==> src/rtl/cpu_defs.sv <==
// Shared CPU definitions used by the execute-stage divider.
package cpu_defs;

  localparam int unsigned WIDTH = 32;
  localparam int unsigned CNT_W = 6;

  typedef enum logic [1:0] {
    ST_IDLE   = 2'd0,
    ST_RUN    = 2'd1,
    ST_FINISH = 2'd2
  } div_state_e;

  localparam logic [WIDTH-1:0] DIV_ZERO_QUOT = '1;

endpackage

==> src/rtl/div_step.sv <==
// One restoring-division iteration: shift {rem, quo} left, trial-subtract the divisor.
module div_step #(
  parameter int unsigned WIDTH = 32
) (
  input  logic [WIDTH-1:0] rem_i,
  input  logic [WIDTH-1:0] quo_i,
  input  logic [WIDTH-1:0] divisor_i,
  output logic [WIDTH-1:0] rem_o,
  output logic [WIDTH-1:0] quo_o
);

  logic [WIDTH:0]   rem_sh;
  logic [WIDTH+1:0] trial;

  // Extra top bit on trial keeps the sign exact for a WIDTH+1 bit shifted remainder.
  always_comb begin
    rem_sh = {rem_i, quo_i[WIDTH-1]};
    trial  = {1'b0, rem_sh} - {2'b00, divisor_i};
    if (!trial[WIDTH+1]) begin
      rem_o = WIDTH'(trial);
      quo_o = {quo_i[WIDTH-2:0], 1'b1};
    end else begin
      rem_o = rem_sh[WIDTH-1:0];
      quo_o = {quo_i[WIDTH-2:0], 1'b0};
    end
  end

endmodule

==> src/rtl/divider_seq.sv <==
// Multi-cycle restoring divider for DIV/DIVU: quotient (LO) and remainder (HI),
// one shift-and-subtract step per clock, fixed latency of WIDTH+1 cycles.
module divider_seq
  import cpu_defs::*;
#(
  parameter int unsigned WIDTH = cpu_defs::WIDTH,
  parameter int unsigned CNT_W = cpu_defs::CNT_W
) (
  input  logic             clk,
  input  logic             rst,
  input  logic             start,
  input  logic             is_signed,
  input  logic [WIDTH-1:0] dividend,
  input  logic [WIDTH-1:0] divisor,
  output logic             busy,
  output logic             done,
  output logic [WIDTH-1:0] quotient,
  output logic [WIDTH-1:0] remainder,
  output logic             div_by_zero
);

  div_state_e       state_q, state_d;
  logic [CNT_W-1:0] cnt_q, cnt_d;
  logic [WIDTH-1:0] rem_q, rem_d;
  logic [WIDTH-1:0] quo_q, quo_d;
  logic [WIDTH-1:0] dvs_q, dvs_d;
  logic [WIDTH-1:0] dvd_raw_q, dvd_raw_d;
  logic             q_neg_q, q_neg_d;
  logic             r_neg_q, r_neg_d;
  logic             dz_q, dz_d;
  logic             busy_q, busy_d;
  logic             done_q, done_d;
  logic [WIDTH-1:0] quotient_q, quotient_d;
  logic [WIDTH-1:0] remainder_q, remainder_d;
  logic             div_by_zero_q, div_by_zero_d;

  logic             dvd_neg_c, dvs_neg_c;
  logic [WIDTH-1:0] dvd_mag_c, dvs_mag_c;
  logic [WIDTH-1:0] step_rem_c, step_quo_c;

  div_step #(.WIDTH(WIDTH)) u_step (
    .rem_i     (rem_q),
    .quo_i     (quo_q),
    .divisor_i (dvs_q),
    .rem_o     (step_rem_c),
    .quo_o     (step_quo_c)
  );

  // Operand magnitudes; the most negative value maps onto itself, which is the
  // correct unsigned magnitude.
  always_comb begin
    dvd_neg_c = is_signed & dividend[WIDTH-1];
    dvs_neg_c = is_signed & divisor[WIDTH-1];
    dvd_mag_c = dvd_neg_c ? -dividend : dividend;
    dvs_mag_c = dvs_neg_c ? -divisor : divisor;
  end

  always_comb begin
    state_d       = state_q;
    cnt_d         = cnt_q;
    rem_d         = rem_q;
    quo_d         = quo_q;
    dvs_d         = dvs_q;
    dvd_raw_d     = dvd_raw_q;
    q_neg_d       = q_neg_q;
    r_neg_d       = r_neg_q;
    dz_d          = dz_q;
    busy_d        = busy_q;
    done_d        = 1'b0;
    quotient_d    = quotient_q;
    remainder_d   = remainder_q;
    div_by_zero_d = div_by_zero_q;

    case (state_q)
      ST_IDLE: begin
        if (start) begin
          quo_d         = dvd_mag_c;
          rem_d         = '0;
          dvs_d         = dvs_mag_c;
          dvd_raw_d     = dividend;
          q_neg_d       = dvd_neg_c ^ dvs_neg_c;
          r_neg_d       = dvd_neg_c;
          dz_d          = (divisor == '0);
          cnt_d         = CNT_W'(WIDTH);
          busy_d        = 1'b1;
          div_by_zero_d = 1'b0;
          state_d       = ST_RUN;
        end
      end
      ST_RUN: begin
        rem_d = step_rem_c;
        quo_d = step_quo_c;
        cnt_d = cnt_q - CNT_W'(1);
        // Last step: results are registered here so they appear alongside done.
        if (cnt_q == CNT_W'(1)) begin
          state_d = ST_FINISH;
          done_d  = 1'b1;
          if (dz_q) begin
            quotient_d    = DIV_ZERO_QUOT[WIDTH-1:0];
            remainder_d   = dvd_raw_q;
            div_by_zero_d = 1'b1;
          end else begin
            quotient_d    = q_neg_q ? -step_quo_c : step_quo_c;
            remainder_d   = r_neg_q ? -step_rem_c : step_rem_c;
          end
        end
      end
      ST_FINISH: begin
        busy_d  = 1'b0;
        state_d = ST_IDLE;
      end
      default: begin
        busy_d  = 1'b0;
        state_d = ST_IDLE;
      end
    endcase
  end

  always_ff @(posedge clk) begin
    if (rst) begin
      state_q       <= ST_IDLE;
      cnt_q         <= '0;
      rem_q         <= '0;
      quo_q         <= '0;
      dvs_q         <= '0;
      dvd_raw_q     <= '0;
      q_neg_q       <= 1'b0;
      r_neg_q       <= 1'b0;
      dz_q          <= 1'b0;
      busy_q        <= 1'b0;
      done_q        <= 1'b0;
      quotient_q    <= '0;
      remainder_q   <= '0;
      div_by_zero_q <= 1'b0;
    end else begin
      state_q       <= state_d;
      cnt_q         <= cnt_d;
      rem_q         <= rem_d;
      quo_q         <= quo_d;
      dvs_q         <= dvs_d;
      dvd_raw_q     <= dvd_raw_d;
      q_neg_q       <= q_neg_d;
      r_neg_q       <= r_neg_d;
      dz_q          <= dz_d;
      busy_q        <= busy_d;
      done_q        <= done_d;
      quotient_q    <= quotient_d;
      remainder_q   <= remainder_d;
      div_by_zero_q <= div_by_zero_d;
    end
  end

  assign busy        = busy_q;
  assign done        = done_q;
  assign quotient    = quotient_q;
  assign remainder   = remainder_q;
  assign div_by_zero = div_by_zero_q;

endmodule

==> config.mk <==
export PLATFORM = sky130hd
export DESIGN_NAME = divider_seq
export DESIGN_NICKNAME = d
export VERILOG_FILES = /design/src/rtl/cpu_defs.sv /design/src/rtl/div_step.sv /design/src/rtl/divider_seq.sv
export SDC_FILE = /design/constraint.sdc
export NUM_CORES = 1
export LEC_CHECK = 0
export ABC_AREA = 1
export CAP_MARGIN = 5
export CORE_ASPECT_RATIO = 0.9
export CORE_MARGIN = 3
export CORE_UTILIZATION = 56
export DETAILED_ROUTE_END_ITERATION = 8
export PLACE_DENSITY = 0.89
export SYNTH_ARGS = -nofsm -noshare
export SYNTH_HDL_FRONTEND = slang
export SYNTH_SLANG_ARGS = --single-unit
==> constraint.sdc <==
create_clock -name clk -period 8 [get_ports clk]
set_input_delay 1.6 -clock clk [delete_from_list [all_inputs] [get_ports clk]]
set_output_delay 1.6 -clock clk [all_outputs]
set_load 0.01 [all_outputs]
==> results of run 1 <==
==> synth_stat cells (26+ instances only) <==
library cell,instances
nor2_1,198
nor3_1,35
xor2_1,37
o21ai_0,112
o211ai_1,26
clkbuf_1,69
ha_1,38
nand2_1,650
inv_1,304
dfxtp_1,206
a21oi_1,183
xnor2_1,26
nand3_1,116
==> metal layers <==
layer | track usage, % | vias up
li1 | - | 7429
met1 | 50.51 | 6933
met2 | 50.19 | 897
met3 | 6.765 | 105
met4 | 9.996 | 0
met5 | 0 | -
==> worst max path at each step <==
stage | to | slack, ps | cells past startpoint
floorplan | quotient[30]$_SDFFE_PP0P_ | 4270 | 27
global route | quotient[30]$_SDFFE_PP0P_ | 2590 | 28
global placement | dvs_q[26]$_SDFFE_PP0P_ | 3390 | 16
CTS | quotient[30]$_SDFFE_PP0P_ | 3150 | 28
detailed placement | quotient[30]$_SDFFE_PP0P_ | 3200 | 28
finish | quotient[30]$_SDFFE_PP0P_ | 3010 | 28
==> cell families after synthesis <==
kind of cell | Yosys count | synth area share [%]
AO/OA/AOI/OAI | 434 | 18.21
XOR/XNOR | 63 | 3.957
adder cells (fa/ha/maj) | 39 | 3.553
buffers and inverters | 408 | 11.71
flip-flops | 206 | 29.57
AND/OR/NAND/NOR | 1095 | 33.00
==> stage by stage <==
| stage | setup WS (ps) | instances |
|---|---|---|
| 3_3_place_gp | 3395 | 2631 |
| 3_5_place_dp | 3202 | 2631 |
| 5_1_grt | 2594 | 2671 |
| 6_report | 3014 | 2671 |
| 2_1_floorplan | 4265 | 2245 |
| 4_1_cts | 3148 | 2671 |
==> power groups by stage <==
stage	clock, uW	combinational [uW]	sequential [uW]
after floorplan	0	1620	1170
after global placement	0	2110	1190
after detailed placement	0	2140	1190
after CTS	1030	2150	1170
after global routing	1070	2480	1180
final	1030	2200	1170
==> final cells by class <==
cell class | instances | area (um2)
Clock buffer | 28 | 634.4
Inverter | 312 | 1172
Timing Repair Buffer | 146 | 1429
Multi-Input combinational cell | 1631 | 8200
Tap cell | 336 | 420.4
Fill cell | 2219 | 8322
Sequential cell | 206 | 4124
Clock inverter | 12 | 88.84
==> worst max-delay path, delay by kind of cell, from the launching register on <==
kind	cells	cell delay (ps)
and+or+nand+nor	16	2540
adders and majority gates	2	600
AOI/OAI and AO/OA	3	500
xor gates and xnor gates	1	190
buffers and inverters	6	730
DFF	1	330
==> flip-flops by register name, indices dropped and copies added, names as in the netlist, 2 cells and up <==
register   flops
dvs_q         32
cnt_q          6
quo_q         32
dvd_raw_q     32
state_q        2
quotient      32
rem_q         32
remainder     32
==> results.txt, run 1 <==
Crit path time final = 4986 ps
Vias = 15,364
Final TNS setup = 0 ps
Die Height = 155.7 um
Net count of the finished layout = 2,427
Register share of total power = 26.6%
Commonest non-fill, non-tap cell in the layout = nand2_1
Hold path startpoint = dvd_raw_q[16]$_SDFFE_PP0P_
Crit share post-route = 62.33%
GR Util All Layers = 34.09%
Post-route cell area = 16,070 um2
Power Density = 274.2 nW/um2
Worst-Margin Slew = 1161 ps
Leak = 0.007631 uW
Worst hold margin = 460.8 ps
Crit Path Max Fanout = 20
Wire per inst = 17.46 um
Most used cell, CP = nand2_1
Core Region = 24,390 um2
CTS tree = done
Via/cell ratio = 5.752
Area grow syn2layout = 15.24%
Slowest CP cell = inv_2
DRT Pass-1 Iters = 9
Initial drt markers = 1,811
Input/output buffers = 134
# IOs = 135
Ys async rst share = 0%
Net Sw Frac = 46.33%
Fin util = 65.88%
Comb pwr share = 50.0%
Pint = 2364 uW
TritonCTS Buffers = 23
Main synth FF type = dfxtp_1
Run status = complete, no violations
Cell Rows = 54
Die ar. = 26,830 um2
Sequential area share after synthesis = 29.57%
FF+latch count, synth = 206
Worst hold path class = reg2reg
Initial antenna violation count = 0
Count of pins over their slew limit = 0
Yosys warns = 0
Antenna Cells = 0
Relative slew slack = 22.51%
Highest Signal Layer = met4
Post-synth top area share = 29.57%
WP data arrival = 5470 ps
DR WL met2 = 19,650 um
Clk slew on worst S/H paths = 70 ps
Clk buf depth = 3
Max incr delay on CP = 380 ps
Root Buffer = clkbuf_16
RSZ-0062 raised after global routing = false
RD Place Congestion = 0.9782
Grt total ovfl = 0
Total length of routed wires = 46,620 um
Placed Area = 15,350 um2
R2r worst-path depth = 28
Mapped cell area = 13,940 um2
WL met1 = 20,450 um
Setup Buffers After CTS = 0
# hold bufs at CTS = 0
Initial Utilization = 57.17%
R2R Path Start = dvs_q[11]$_SDFFE_PP0P_
Post-synth EDFFs = 0
Clock share of power = 23.3%
Syn_nets = 2,352
Largest net degree at the start of global routing = 98
Crit path from = dvs_q[11]$_SDFFE_PP0P_
Startpoint Class = register
Synth area leader = dfxtp_1
DR WL met3 = 5092 um
Endpoints failing setup = 0
Layout cells sized above 1 = 5.225%
VDD IR max = 0.1624 mV
Dominant cells by area after synthesis = dfxtp_1 30%, nand2_1 17%, inv_1 8.2%, a21oi_1 6.6%, nor2_1 5.3%
Detail Route Antenna Nets = 0
Syn Inst Count = 2,245
Tot Pwr = 4405 uW
Hold depth = 2
Req. time, crit path = 8480 ps
Die Wd = 172.3 um
Path type of the worst setup path = reg2reg
Max-Cap Viols = 0
Yosys cell types = 60
Htree depth = 1
Vias in the first global route = 14,066
Fmax = 0.2006 GHz
Clock latency on the worst-skew pair = 540 ps
Hpwl dp = 34,120 um
Post-CTS sizing = 0
CP Capture Type = register
Synthesized area per cell = 6.211 um2
R2r setup slk = 3010 ps
CTS Sinks = 206
Most frequent cells in the layout = 649 x nand2_1, 302 x inv_1, 206 x dfxtp_1, 196 x nor2_1, 183 x a21oi_1
DRC = 0
Skew final = 32.76 ps
First-pass GRT wire length = 73,820 um
Reg-to-reg endpoint = quotient[30]$_SDFFE_PP0P_
Final Hold Fails = 0
Worst Hold End = dvd_raw_q[16]$_SDFFE_PP0P_
Switching power = 2041 uW
Note: power is estimated with default switching activity, not from simulation.
==> run 2: changes to the inputs <==
- CORE_UTILIZATION: 56 -> 53
- clock period: 8 -> 4.55 ns (I/O delays scaled with it)
==> run 2 against run 1 <==
Against the previous run:
- cell count grew 0.64%
- register-to-register slack got worse by 2600 ps
- clock skew down 11 ps
- worst hold slack worse by 5.9 ps
- clock power increased by 98%
- first-iteration DRC count down 8.2%
- routed wire length increased by 1.2%
- setup slack lost 2600 ps
- global-route usage fell by 1.5 points
- non-clock buffer count up 9
==> results.txt, run 2 (same netlist as run 1, synthesis figures left out) <==
Worst hold path class = reg2reg
Hold path startpoint = dvd_raw_q[11]$_SDFFE_PP0P_
# hold bufs at CTS = 0
Final WS setup = 408.1 ps
Reg-to-reg endpoint = quotient[30]$_SDFFE_PP0P_
Area of the multi-input gates = 8212 um2
Initial Utilization = 54.62%
Largest net degree at the start of global routing = 93
Die ar. = 28,300 um2
CTS tree = done
Crit path from = dvs_q[19]$_SDFFE_PP0P_
Grt total ovfl = 0
Vias in the first global route = 14,158
# IOs = 135
Switching power = 3673 uW
First-pass GRT wire length = 75,530 um
Root Buffer = clkbuf_16
Endpoints failing setup = 0
Via/cell ratio = 5.701
VDD IR max = 0.3925 mV
Setup Buffers After CTS = 0
Commonest non-fill, non-tap cell in the layout = nand2_1
Clk buf depth = 3
Placed Area = 15,420 um2
Cell Rows = 55
CTS Sinks = 206
RD Place Congestion = 0.9865
R2r worst-path depth = 26
Wire per inst = 17.56 um
DRC = 0
Input/output buffers = 134
Path type of the worst setup path = reg2reg
Detail Route Antenna Nets = 0
Initial drt markers = 1,662
Worst hold margin = 454.9 ps
Post-route cell area = 16,270 um2
Power Density = 497.2 nW/um2
Most used cell, CP = nand2_1
TritonCTS Buffers = 23
Worst setup path end = quotient[30]$_SDFFE_PP0P_
WP buf/inv = 5
Net Sw Frac = 45.41%
Layout cells sized above 1 = 5.669%
R2r setup slk = 410 ps
Net count of the finished layout = 2,436
Crit Path Max Fanout = 5
Fmax = 0.2414 GHz
Area grow syn2layout = 16.67%
Worst-Margin Slew = 1080 ps
Total length of routed wires = 47,200 um
Hpwl dp = 35,130 um
DP Worst Slack = 193.3 ps
GR Util All Layers = 32.55%
Die Height = 159.9 um
Htree depth = 1
Clock latency on the worst-skew pair = 530 ps
RSZ-0062 raised after global routing = false
Core Region = 25,530 um2
Final Hold Fails = 0
Req. time, crit path = 5010 ps
Levels on crit path = 26
Count of pins over their slew limit = 0
Vias = 15,323
Startpoint Class = register
Crit path time final = 4142 ps
Pint = 4416 uW
Post-CTS sizing = 0
Fillers = 2,312
Slowest CP cell = ha_1
Die Wd = 177.0 um
Max incr delay on CP = 340 ps
CP Capture Type = register
R2R Path Start = dvs_q[19]$_SDFFE_PP0P_
Skew final = 22.23 ps
Leak = 0.007739 uW
Comb pwr share = 49.3%
Final TNS setup = 0 ps
Clk slew on worst S/H paths = 60 ps
Clock share of power = 25.2%
DRT Pass-1 Iters = 6
Crit share post-route = 91.03%
Register share of total power = 25.5%
Most frequent cells in the layout = 649 x nand2_1, 302 x inv_1, 206 x dfxtp_1, 196 x nor2_1, 183 x a21oi_1
CP top delay family = simple AND/OR/NAND/NOR gates
Sequential cell area = 4124 um2
WP data arrival = 4610 ps
Initial antenna violation count = 2
Run status = complete, no violations
Max-Cap Viols = 0
Relative slew slack = 27.92%
Antenna Cells = 0
[run 2: worst min-delay path, cell delays in order, from the launching register on]
cell,delay (ps)
dfxtp_1,300
inv_1,60
a21oi_1,50
[run 2: cell type report]
class / instances / area share (%)
multi-input cells: 1631 / 50.47
flip-flops and latches: 206 / 25.35
repair buffers: 155 / 9.221
inverters: 312 / 7.206
clock buffers: 29 / 3.922
well taps: 342 / 2.630
clock inverters: 13 / 1.200
[run 2: worst min-delay path by stage]
stage | cells after the start | endpoint
finish | 2 | dvd_raw_q[11]$_SDFFE_PP0P_
global route | 2 | dvd_raw_q[11]$_SDFFE_PP0P_
detailed placement | 2 | dvd_raw_q[11]$_SDFFE_PP0P_
floorplan | 2 | dvd_raw_q[11]$_SDFFE_PP0P_
global placement | 2 | dvd_raw_q[11]$_SDFFE_PP0P_
CTS | 2 | dvd_raw_q[11]$_SDFFE_PP0P_
[run 2: power groups by stage]
stage               sequential, uW  clock (uW)  combinational [uW]
finish                        2060        2040                3990
global route                  2070        2120                4420
CTS                           2050        2040                3850
detailed placement            2090           0                3810
global placement              2090           0                3780
floorplan                     2060           0                2840
[run 2: metrics by stage]
| stage | total power (uW) | util [%] | cells |
|---|---|---|---|
| 6_report | 8089 | 63.72 | 2688 |
| 3_5_place_dp | 5899 | 60.40 | 2646 |
| 3_3_place_gp | 5869 | 60.40 | 2646 |
| 5_1_grt | 8615 | 63.72 | 2688 |
| 2_1_floorplan | 4907 | - | 2245 |
| 4_1_cts | 7953 | 63.67 | 2688 |
[run 2: metal layers]
metal,GRT usage [%],vias to the layer above,wire [um]
li1,-,7453,-
met1,47.75,6931,20090
met2,49.56,852,20370
met3,6.087,83,5646
met4,7.390,4,1063
met5,0,-,25
